==> config.mk <==
export PLATFORM = sky130hd
export DESIGN_NAME = alu_result_fifo
export DESIGN_NICKNAME = d
export VERILOG_FILES = /design/src/rtl/alu_result_fifo.sv
export SDC_FILE = /design/constraint.sdc
export NUM_CORES = 1
export LEC_CHECK = 0
export ABC_AREA = 0
export CAP_MARGIN = 20
export CORE_MARGIN = 3
export CORE_UTILIZATION = 25
export CTS_CLUSTER_SIZE = 30
export DETAILED_ROUTE_END_ITERATION = 16
export PLACE_DENSITY = 0.49
export SYNTH_ARGS = -nofsm -noshare
export SYNTH_HDL_FRONTEND = slang
export SYNTH_SLANG_ARGS = --single-unit
==> constraint.sdc <==
create_clock -name clk -period 1.7 [get_ports clk]
set_input_delay 0.17 -clock clk [delete_from_list [all_inputs] [get_ports clk]]
set_output_delay 0.17 -clock clk [all_outputs]
set_load 0.01 [all_outputs]
==> src/rtl/alu_result_fifo.sv <==
// ALU result register plus first-word-fall-through buffer: computes N/Z/C/V at push time,
// hands {result, flags} to writeback over valid/ready and keeps a sticky overflow bit.
module alu_result_fifo #(
  parameter int unsigned DEPTH = 4,
  parameter int unsigned PTR_W = 2
) (
  input  logic              clk,
  input  logic              rstN,
  input  logic              inValid,
  output logic              inReady,
  input  logic [31:0]       inResult,
  input  logic              inCarry,
  input  logic              inArith,
  input  logic              aMsb,
  input  logic              bMsb,
  output logic              outValid,
  input  logic              outReady,
  output logic [31:0]       outResult,
  output logic [3:0]        outFlags,
  output logic [PTR_W:0]    count,
  output logic              stickyOvf,
  input  logic              clearSticky
);

  localparam int unsigned CNT_W = PTR_W + 1;

  typedef struct packed {
    logic [31:0] result;
    logic        n;
    logic        z;
    logic        c;
    logic        v;
  } entry_t;

  entry_t              mem [DEPTH];
  logic [PTR_W-1:0]    wr_ptr;
  logic [PTR_W-1:0]    rd_ptr;
  logic [CNT_W-1:0]    count_nxt;
  logic                push_c;
  logic                pop_c;
  entry_t              entry_c;

  // Handshakes depend only on registered state, so a pop never frees room for a same-cycle push.
  assign push_c = inValid & inReady;
  assign pop_c  = outValid & outReady;

  // Flag generation; C and V are forced low for logic operations.
  always_comb begin
    entry_c        = '0;
    entry_c.result = inResult;
    entry_c.n      = inResult[31];
    entry_c.z      = (inResult == 32'h0);
    entry_c.c      = inCarry & inArith;
    entry_c.v      = inArith & (aMsb == bMsb) & (inResult[31] != aMsb);
  end

  always_comb begin
    count_nxt = count;
    if (push_c && !pop_c) begin
      count_nxt = count + CNT_W'(1);
    end else if (!push_c && pop_c) begin
      count_nxt = count - CNT_W'(1);
    end
  end

  // Storage and pointers; pointer width makes the wrap at DEPTH-1 implicit.
  always_ff @(posedge clk or negedge rstN) begin
    if (!rstN) begin
      for (int unsigned i = 0; i < DEPTH; i++) begin
        mem[i] <= '0;
      end
      wr_ptr <= '0;
      rd_ptr <= '0;
    end else begin
      if (push_c) begin
        mem[wr_ptr] <= entry_c;
        wr_ptr      <= wr_ptr + PTR_W'(1);
      end
      if (pop_c) begin
        rd_ptr <= rd_ptr + PTR_W'(1);
      end
    end
  end

  // Occupancy and the status flags derived from it, all registered.
  always_ff @(posedge clk or negedge rstN) begin
    if (!rstN) begin
      count    <= '0;
      inReady  <= 1'b1;
      outValid <= 1'b0;
    end else begin
      count    <= count_nxt;
      inReady  <= (count_nxt != CNT_W'(DEPTH));
      outValid <= (count_nxt != '0);
    end
  end

  // Sticky overflow: an accepted V=1 push beats a same-cycle clear.
  always_ff @(posedge clk or negedge rstN) begin
    if (!rstN) begin
      stickyOvf <= 1'b0;
    end else if (push_c && entry_c.v) begin
      stickyOvf <= 1'b1;
    end else if (clearSticky) begin
      stickyOvf <= 1'b0;
    end
  end

  assign outResult = mem[rd_ptr].result;
  assign outFlags  = {mem[rd_ptr].n, mem[rd_ptr].z, mem[rd_ptr].c, mem[rd_ptr].v};

endmodule
# --- Word-level counts from Yosys, hierarchy flattened ---
# Cells that the tools add are included.
totals:
  output_inout_bits: 42
  input_bits: 41
  regBits: 154
classes:
  bitwise_logic: 7
  eq_ne: 3
  mux: 10
  n_reduce_logical: 9
  addsub: 4
  n_lt_le_gt_ge: 3
ops:
  columns: ["operator", "count"]
  rows:
  - ["144-bit bitwise mux", 1]
  - ["36-bit two-way mux", 3]
  - ["36-bit binary-select mux with 2-bit select", 1]
  - ["36-bit demux with 2-bit select", 1]
  - ["32-bit logical NOT", 1]
  - ["3-bit greater-or-equal comparator, second input constant", 2]
  - ["3-bit two-way mux", 2]
  - ["2-bit NOT with 3-bit output", 2]
  - ["1-bit AND", 5]
  - ["2-bit by 1-bit adder with 2-bit output, second input constant", 2]
  - ["1-bit logical AND", 4]
  - ["3-bit by 1-bit adder with 3-bit output, second input constant", 1]
  - ["3-bit by 1-bit < comparator with 1-bit output, second input constant", 1]
  - ["3-bit != test, second input constant", 1]
  - ["3-bit nonzero test", 1]
  - ["3-bit by 1-bit subtractor with 3-bit output, second input constant", 1]
  - ["1-bit logical NOT", 2]
  - ["1-bit two-way mux", 2]
  - ["2-bit nonzero test", 1]
  - ["1-bit equality test", 1]
  - ["1-bit != test", 1]

# --- Longest topological paths before layout ---
# Gate-level depths: netlist of the first run.
logic_depth:
  word_depth: 6
  mapped_depth: 6

# --- Worst setup path after synthesis of the first run ---
# OpenSTA, ideal clock, no wires.
synth_path:
  path_kind: "reg-to-output"
  startpoint: "register rd_ptr[0]"
  endpoint: "output port outResult[31]"
  setup_slack_ps: 93
  t_arrival_ps: 1437
  stages_incl_launch_ff: 5
  path_cell_list: "dfrtp_1 > buf_4 > buf_4 > mux4_2 > buf_4"
synth_between:
  elab_chain_len: 4
synth_rtl:
  columns: ["item", "line", "source"]
  rows:
  - ["start, declared", "37", "logic [PTR_W-1:0] rd_ptr;"]
  - ["start signal, assigned", "80", "rd_ptr <= rd_ptr + PTR_W'(1);"]
  - ["2-bit NOT with 3-bit output (not written as such)", "109", "assign outResult = mem[rd_ptr].result;"]
  - ["36-bit binary-select mux with 2-bit select", "109", null]
  - ["36-bit two-way mux (2 in series)", null, null]
  - ["end, declared", "18", "output logic [31:0] outResult,"]
# No other way between the ends. The select of a mux whose other input is x is not followed.

# --- Final worst setup path of the first run ---
layout_path:
  startpoint: "register rd_ptr[0]"
  endpoint: "output port outResult[4]"
# The elaborated chain is that of the path after synthesis.

==> out/metrics.cfg, run 1 <==
[outcome]
run_status=complete, but fails checks
failed_checks=setup timing

[synthesis]
synthCells=416
syn_nets=463
synthArstFlopShare=1.00
synth_top_area_share=0.557
ys_top_cells_by_count=dfrtp_1 (149), mux2_2 (132), mux4_2 (35), nand2_1 (15), o21ai_0 (11)
synth_flop_cell=dfrtp_1
ys_seq_elements=150
yosysMostFrequentCell=dfrtp_1
synth_area_sq_mm=0.00669
yosysUniqueCellTypes=31
synth_edf_count=0
yosysSeqAreaShare=0.561
yosysTopAreaCell=dfrtp_1
synth.avg_cell_area_sq_um=16.1
synthTopCellsByArea=dfrtp_1 (56%), mux2_2 (22%), mux4_2 (12%)
ys_warn_count=0

[die]
ios=83
fp.dieW_um=170
core_sq_mm=0.0262
dieArea_sq_mm=0.0288
die_h_um=170
rows=59
start_util=0.255

[detailed_routing]
drt_pass1_iterations=4
detail_route.wl_per_cell_um=18.7
antenna_left=0
totalWireLength_um=16700
drc=0
drt_iter0_drc=147
via_count=4021
drt-vias-per-instance=4.49

[pwr]
p_switching_uw=5620
seqPwrFrac=0.333
leakage_uw=0.00382
combPwrFrac=0.457
swShare=0.303
internal_power_uw=12900
p_total_uw=18600
pwr-share-clk=0.210
ir_drop_mv=1.04
powerDensity_mw_per_mm2=2060

[global_routing]
track_usage=0.122
grt_max_degree=53
antenna_found_initial=0
first_global_vias=4549
grt_first_pass_wirelength_um=26400
grt_overflow=0

[critical_path]
crit_buf_inv=3
cp_top_family=multiplexers
cp_slowest_stage_delay_ns=0.56
crit_top_cell=buf_12
worstPathMaxFanout=7
critPathCaptureType=output pin
worstSetupStartpointType=flop
required_ns=1.53
reg2reg_to=outValid
rr_worst_depth=5
r2r_slack_ns=0.11
path_cells=buf_12, buf_12, mux4_2, buf_6
timing.rr.start=count[0]
path_class=reg -> out
arrival_ns=1.79
cp_slowest_cell=mux4_2

[timing]
grt_setup_unrepaired=yes
tightest_slew_ns=0.548
period_needed_ns=1.96
final.setup_skew_ns=0.0104
slew_violations=0
finalWorstSetupSlack_ns=-0.255
setup_violations=36
fin_crit_sh=1.15
hold_viol=0
fmaxAchievable_ghz=0.511
max-slew-margin-rel=0.631

[run]
max_cap_viol_count=0

[final_layout]
drive_gt1_frac=0.529
fin_nets=595
antenna_cells=0
area_growth_pct=34.6
stdcell_area_sq_mm=0.00901
fillers=2508

[placement]
placed_cell_area_sq_mm=0.00825
gp_congestion=0.688
dpl_worst_slack_ns=-0.438
port_buffers=82
place_hpwl_um=10800

[clock_network]
clk_pin_slew_ns=0.06
clock_sinks=150
clk_latency_ns=0.42
clock_tree.buffer_depth=2
cts-htree-levels=4
cts_tree=done
cts_root_buffer=clkbuf_16
cts_buffers=17

[min_path]
hp-class=in -> async

-- flip-flops by register name, indices dropped and copies added (netlist names) --
name,cells
outValid,1
wr_ptr,2
mem,140
inReady,1
count,3
rd_ptr,2
stickyOvf,1
-- power by group through the flow --
stage,sequential (uW),combinational (uW),clock [uW]
global placement,6150,8070,0
detailed placement,6260,8170,0
floorplan,5960,4940,0
CTS,6180,8610,4060
global route,6410,9160,4210
finish,6180,8470,3900
-- metal layers --
layer  share of wire  track usage  routed length (um)  up-vias
met5               0            0                   0        -
li1                -            -                   -     1819
met2            0.51        0.209                8500       66
met3           0.030       0.0312                 501       16
met4           0.013       0.0345                 214        0
met1            0.45        0.155                7500     2120
-- through the flow --
stage | hold WS, ns | util | instances | setup TNS [ns]
finish | 0.272 | 0.344 | 896 | -7.20
global route | 0.295 | 0.344 | 896 | -9.83
CTS | 0.285 | 0.344 | 900 | -9.92
detailed placement | 0.172 | 0.315 | 856 | -7.13
global placement | 0.164 | 0.315 | 856 | -6.92
floorplan | -0.126 | - | 416 | 0
-- worst max-delay path by stage --
stage	endpoint	depth (start not counted)	start
2_1_floorplan	outResult[31]	4	rd_ptr[0]
3_3_place_gp	mem[2]	6	inResult[29]
3_5_place_dp	mem[74]	6	inResult[29]
4_1_cts	outResult[25]	5	rd_ptr[0]
5_1_grt	outResult[4]	4	rd_ptr[0]
6_report	outResult[4]	4	rd_ptr[0]
-- cell families (layout without fill, tap and decap cells) --
logic type,Yosys count,in the layout,share of synthesized area
simple gates,45,45,0.0357
mux,167,167,0.340
xor+xnor,4,4,0.00523
buf+inv,27,172,0.0323
flops,150,150,0.561
fa+ha+maj,6,6,0.0112
compound gates,17,17,0.0146
-- cell type report --
cell class                 instances  area (sq um)  area share
clock buffer                      21           460      0.0511
clock inverter                    11           150      0.0167
inverter                           5          18.8     0.00208
multi-input combinational        239          2730       0.303
sequential                       150          3760       0.417
tap                              335           419      0.0465
timing repair buffer             135          1470       0.164
-- cell usage in the layout, fill, tap and decap left out, drive strengths merged, types with 2 or more instances in the layout --
cell type      count
nand4              2
bufinv             3
o211ai             2
clkbuf            21
nor2               5
o21ai             11
nor4               9
dfrtp            149
ha                 6
clkdlybuf4s50     44
buf               89
inv                5
clkinvlp           2
and3               2
mux2             132
mux4              35
and2               3
or3                2
nand2             19
xnor2              4
clkinv             6
-- timing repair --
action | in CTS | in global routing
pin swaps | 0 | 0
hold endpoints to repair | 47 | 0
setup buffers | 9 | 0
resized for setup | 173 | 15
hold buffers | 1 | 0
endpoints found under the setup margin | 40 | 37
cloned | 3 | 0
Power figures use the tool's default switching activity.
==> inputs of run 2 (changes only) <==
--- a/config.mk
+++ b/config.mk
@@ -16,2 +16,3 @@
 export SYNTH_HDL_FRONTEND = slang
 export SYNTH_SLANG_ARGS = --single-unit
+export TNS_END_PERCENT = 10
==> constraint.sdc (replaced) <==
create_clock -name clk -period 1.7 [get_ports clk]
set_input_delay 0.17 -clock clk [delete_from_list [all_inputs] [get_ports clk]]
set_output_delay 0.17 -clock clk [all_outputs]
set_load 0.005 [all_outputs]
==> run 2 against run 1 <==
Against the previous run: the flow still finishes with violations (setup timing); global-route usage is 0.23 points higher; critical path depth is 1 higher; combinational power is 12% lower; flip-flop and latch count stayed put; utilization is 0.51 points lower; hold slack worse by 0.030 ns; setup slack worse by 0.037 ns; wire length is 1.1% higher; register-to-register slack worse by 0.02 ns; highest routed layer unchanged.
==> out/metrics.cfg, run 2 (synthesized netlist as in run 1, its figures left out) <==
[timing]
slew_violations=0  ; unchanged
max-slew-margin-rel=0.661  ; was 0.631
setup_tns_ns=-7.56  ; was -7.20 ns
fmaxAchievable_ghz=0.502  ; was 0.511 GHz
final.setup_skew_ns=0.00759  ; was 0.0104 ns
hold_viol=0  ; unchanged
finalWorstSetupSlack_ns=-0.292  ; was -0.255 ns
tightest_slew_ns=0.504  ; was 0.548 ns
hold_slack_ns=0.242  ; was 0.272 ns
setup_violations=36  ; unchanged
fin_crit_sh=1.17  ; was 1.15
grt_setup_unrepaired=yes  ; unchanged
period_needed_ns=1.99  ; was 1.96 ns

[critical_path]
path_class=reg -> out  ; unchanged
r2r_slack_ns=0.09  ; was 0.11 ns
timing.rr.start=count[0]  ; unchanged
reg2reg_to=outValid  ; unchanged
crit_top_cell=buf_12  ; unchanged
worstPathMaxFanout=4  ; was 7
cp_slowest_stage_delay_ns=0.49  ; was 0.56 ns
rr_worst_depth=5  ; unchanged
critPathCaptureType=output pin  ; unchanged
worstSetupStartpointType=flop  ; unchanged
required_ns=1.53  ; about the same
arrival_ns=1.82  ; was 1.79 ns
path_cells=buf_12, buf_12, buf_6, mux4_2, buf_2  ; was buf_12, buf_12, mux4_2, buf_6
cp_slowest_cell=mux4_2  ; unchanged

[final_layout]
final_cell_mix=dfrtp_1 (147), mux2_2 (132), clkdlybuf4s50_1 (45)  ; was dfrtp_1 (147), mux2_2 (132), clkdlybuf4s50_1 (44)
stdcell_area_sq_mm=0.00887  ; was 0.00901 sq mm
fin_nets=600  ; was 595
regMostFlops=mem  ; unchanged
area_growth_pct=32.6  ; was 34.6%
reg_top3=mem: 140 flops, count: 3 flops  ; unchanged
antenna_cells=0  ; unchanged
mostFrequentLayoutCell=dfrtp_1  ; unchanged
drive_gt1_frac=0.535  ; was 0.529
fillers=2510  ; was 2508
largest_reg_flops=140  ; unchanged
seq_area_sq_mm=0.00376  ; unchanged
multi_input_area_sq_mm=0.00273  ; unchanged
fin_util=0.339  ; was 0.344

[placement]
place_hpwl_um=11100  ; was 10800 um
placed_cell_area_sq_mm=0.00826  ; was 0.00825 sq mm
dpl_worst_slack_ns=-0.333  ; was -0.438 ns
port_buffers=82  ; unchanged
gp_congestion=0.688  ; about the same

[detailed_routing]
drt_iter0_drc=123  ; was 147
drc=0  ; unchanged
via_count=4041  ; was 4021
dr_wl_met3_um=515  ; was 501 um
antenna_left=0  ; unchanged
totalWireLength_um=16900  ; was 16700 um
routed.top_layer=met4  ; unchanged
wl_met2_um=8650  ; was 8500 um
drt-vias-per-instance=4.49  ; about the same
drt_pass1_iterations=4  ; unchanged
wl_met1_um=7590  ; was 7500 um
detail_route.wl_per_cell_um=18.7  ; about the same

[clock_network]
clock_sinks=150  ; unchanged
cts_tree=done  ; unchanged
cts_root_buffer=clkbuf_16  ; unchanged
clock_tree.buffer_depth=2  ; unchanged
clk_latency_ns=0.42  ; about the same
cts-htree-levels=4  ; unchanged
cts_buffers=17  ; unchanged
clk_pin_slew_ns=0.06  ; about the same

[pwr]
leakage_uw=0.00378  ; was 0.00382 uW
powerDensity_mw_per_mm2=1960  ; was 2060 mW/mm^2
ir_drop_mv=0.648  ; was 1.04 mV

[die]
die_h_um=170  ; unchanged
start_util=0.255  ; unchanged
core_sq_mm=0.0262  ; unchanged
rows=59  ; unchanged
dieArea_sq_mm=0.0288  ; unchanged
fp.dieW_um=170  ; unchanged
ios=83  ; unchanged

[min_path]
hp-class=in -> async  ; unchanged

[outcome]
failed_checks=setup timing  ; unchanged
run_status=complete, but fails checks  ; unchanged

[run]
max_cap_viol_count=0  ; unchanged

[global_routing]
grt_first_pass_wirelength_um=27200  ; was 26400 um
grt_overflow=0  ; unchanged
antenna_found_initial=0  ; unchanged
track_usage=0.125  ; was 0.122
grt_max_degree=49  ; was 53
first_global_vias=4667  ; was 4549

run 2: changes by cell type in the layout (fill, tap and decap cells not counted):
| cell | previous run | this run |
|---|---|---|
| buf_6 | 33 | 5 |
| clkinvlp_4 | 2 | 5 |
| inv_6 | 0 | 4 |
| buf_4 | 31 | 33 |
| clkdlybuf4s50_1 | 44 | 45 |
| dlymetal6s2s_1 | 1 | 0 |
| clkbuf_2 | 0 | 14 |
| clkinv_4 | 4 | 1 |
| clkbuf_8 | 2 | 0 |
| buf_2 | 6 | 20 |
| bufinv_16 | 3 | 2 |
| buf_12 | 18 | 21 |
| clkbuf_1 | 2 | 1 |
run 2: metrics by stage:
stage,std cells,power (uW)
CTS,902,17900
global placement,857,13800
detailed placement,857,14100
global route,901,18600
floorplan,416,10500
finish,901,17400
run 2: what timing repair did:
item,4_1_cts,5_1_grt
endpoints found under the hold margin,36,0
hold buffers,1,0
cloned,1,0
resized for setup,122,17
endpoints found under the setup margin,36,40
buffers inserted,11,0
pin swaps,0,0
run 2: how the worst max path moves through the flow:
| stage | start | end |
|---|---|---|
| after floorplan | rd_ptr[0] | outResult[31] |
| after global placement | inResult[22] | mem[38] |
| after detailed placement | inResult[14] | mem[2] |
| after CTS | rd_ptr[0] | outResult[27] |
| after global routing | rd_ptr[0] | outResult[5] |
| final | rd_ptr[0] | outResult[8] |
run 2: worst max-delay path, delay by kind of cell (launching register included):
kind	cells	cell delay, ns
DFF	1	0.41
muxes	1	0.49
buffers and inverters	4	0.52
run 2: cell type report:
cell class	count	share of cell area
well taps	335	0.0472
flip-flops and latches	150	0.423
clock buffers	18	0.0484
inverters	5	0.00212
multi-input cells	239	0.307
clock inverters	14	0.0171
repair buffers	140	0.154
run 2: power by group:
part	total, uW	internal, uW	switching (uW)
Sequential	6200	5340	861
Clock	3730	2180	1560
Combinational	7460	4620	2840
run 2: metal layers:
layer / track usage / vias up
met5: 0 / -
met4: 0.0277 / 0
met3: 0.0291 / 11
met2: 0.215 / 66
met1: 0.160 / 2152
li1: - / 1812
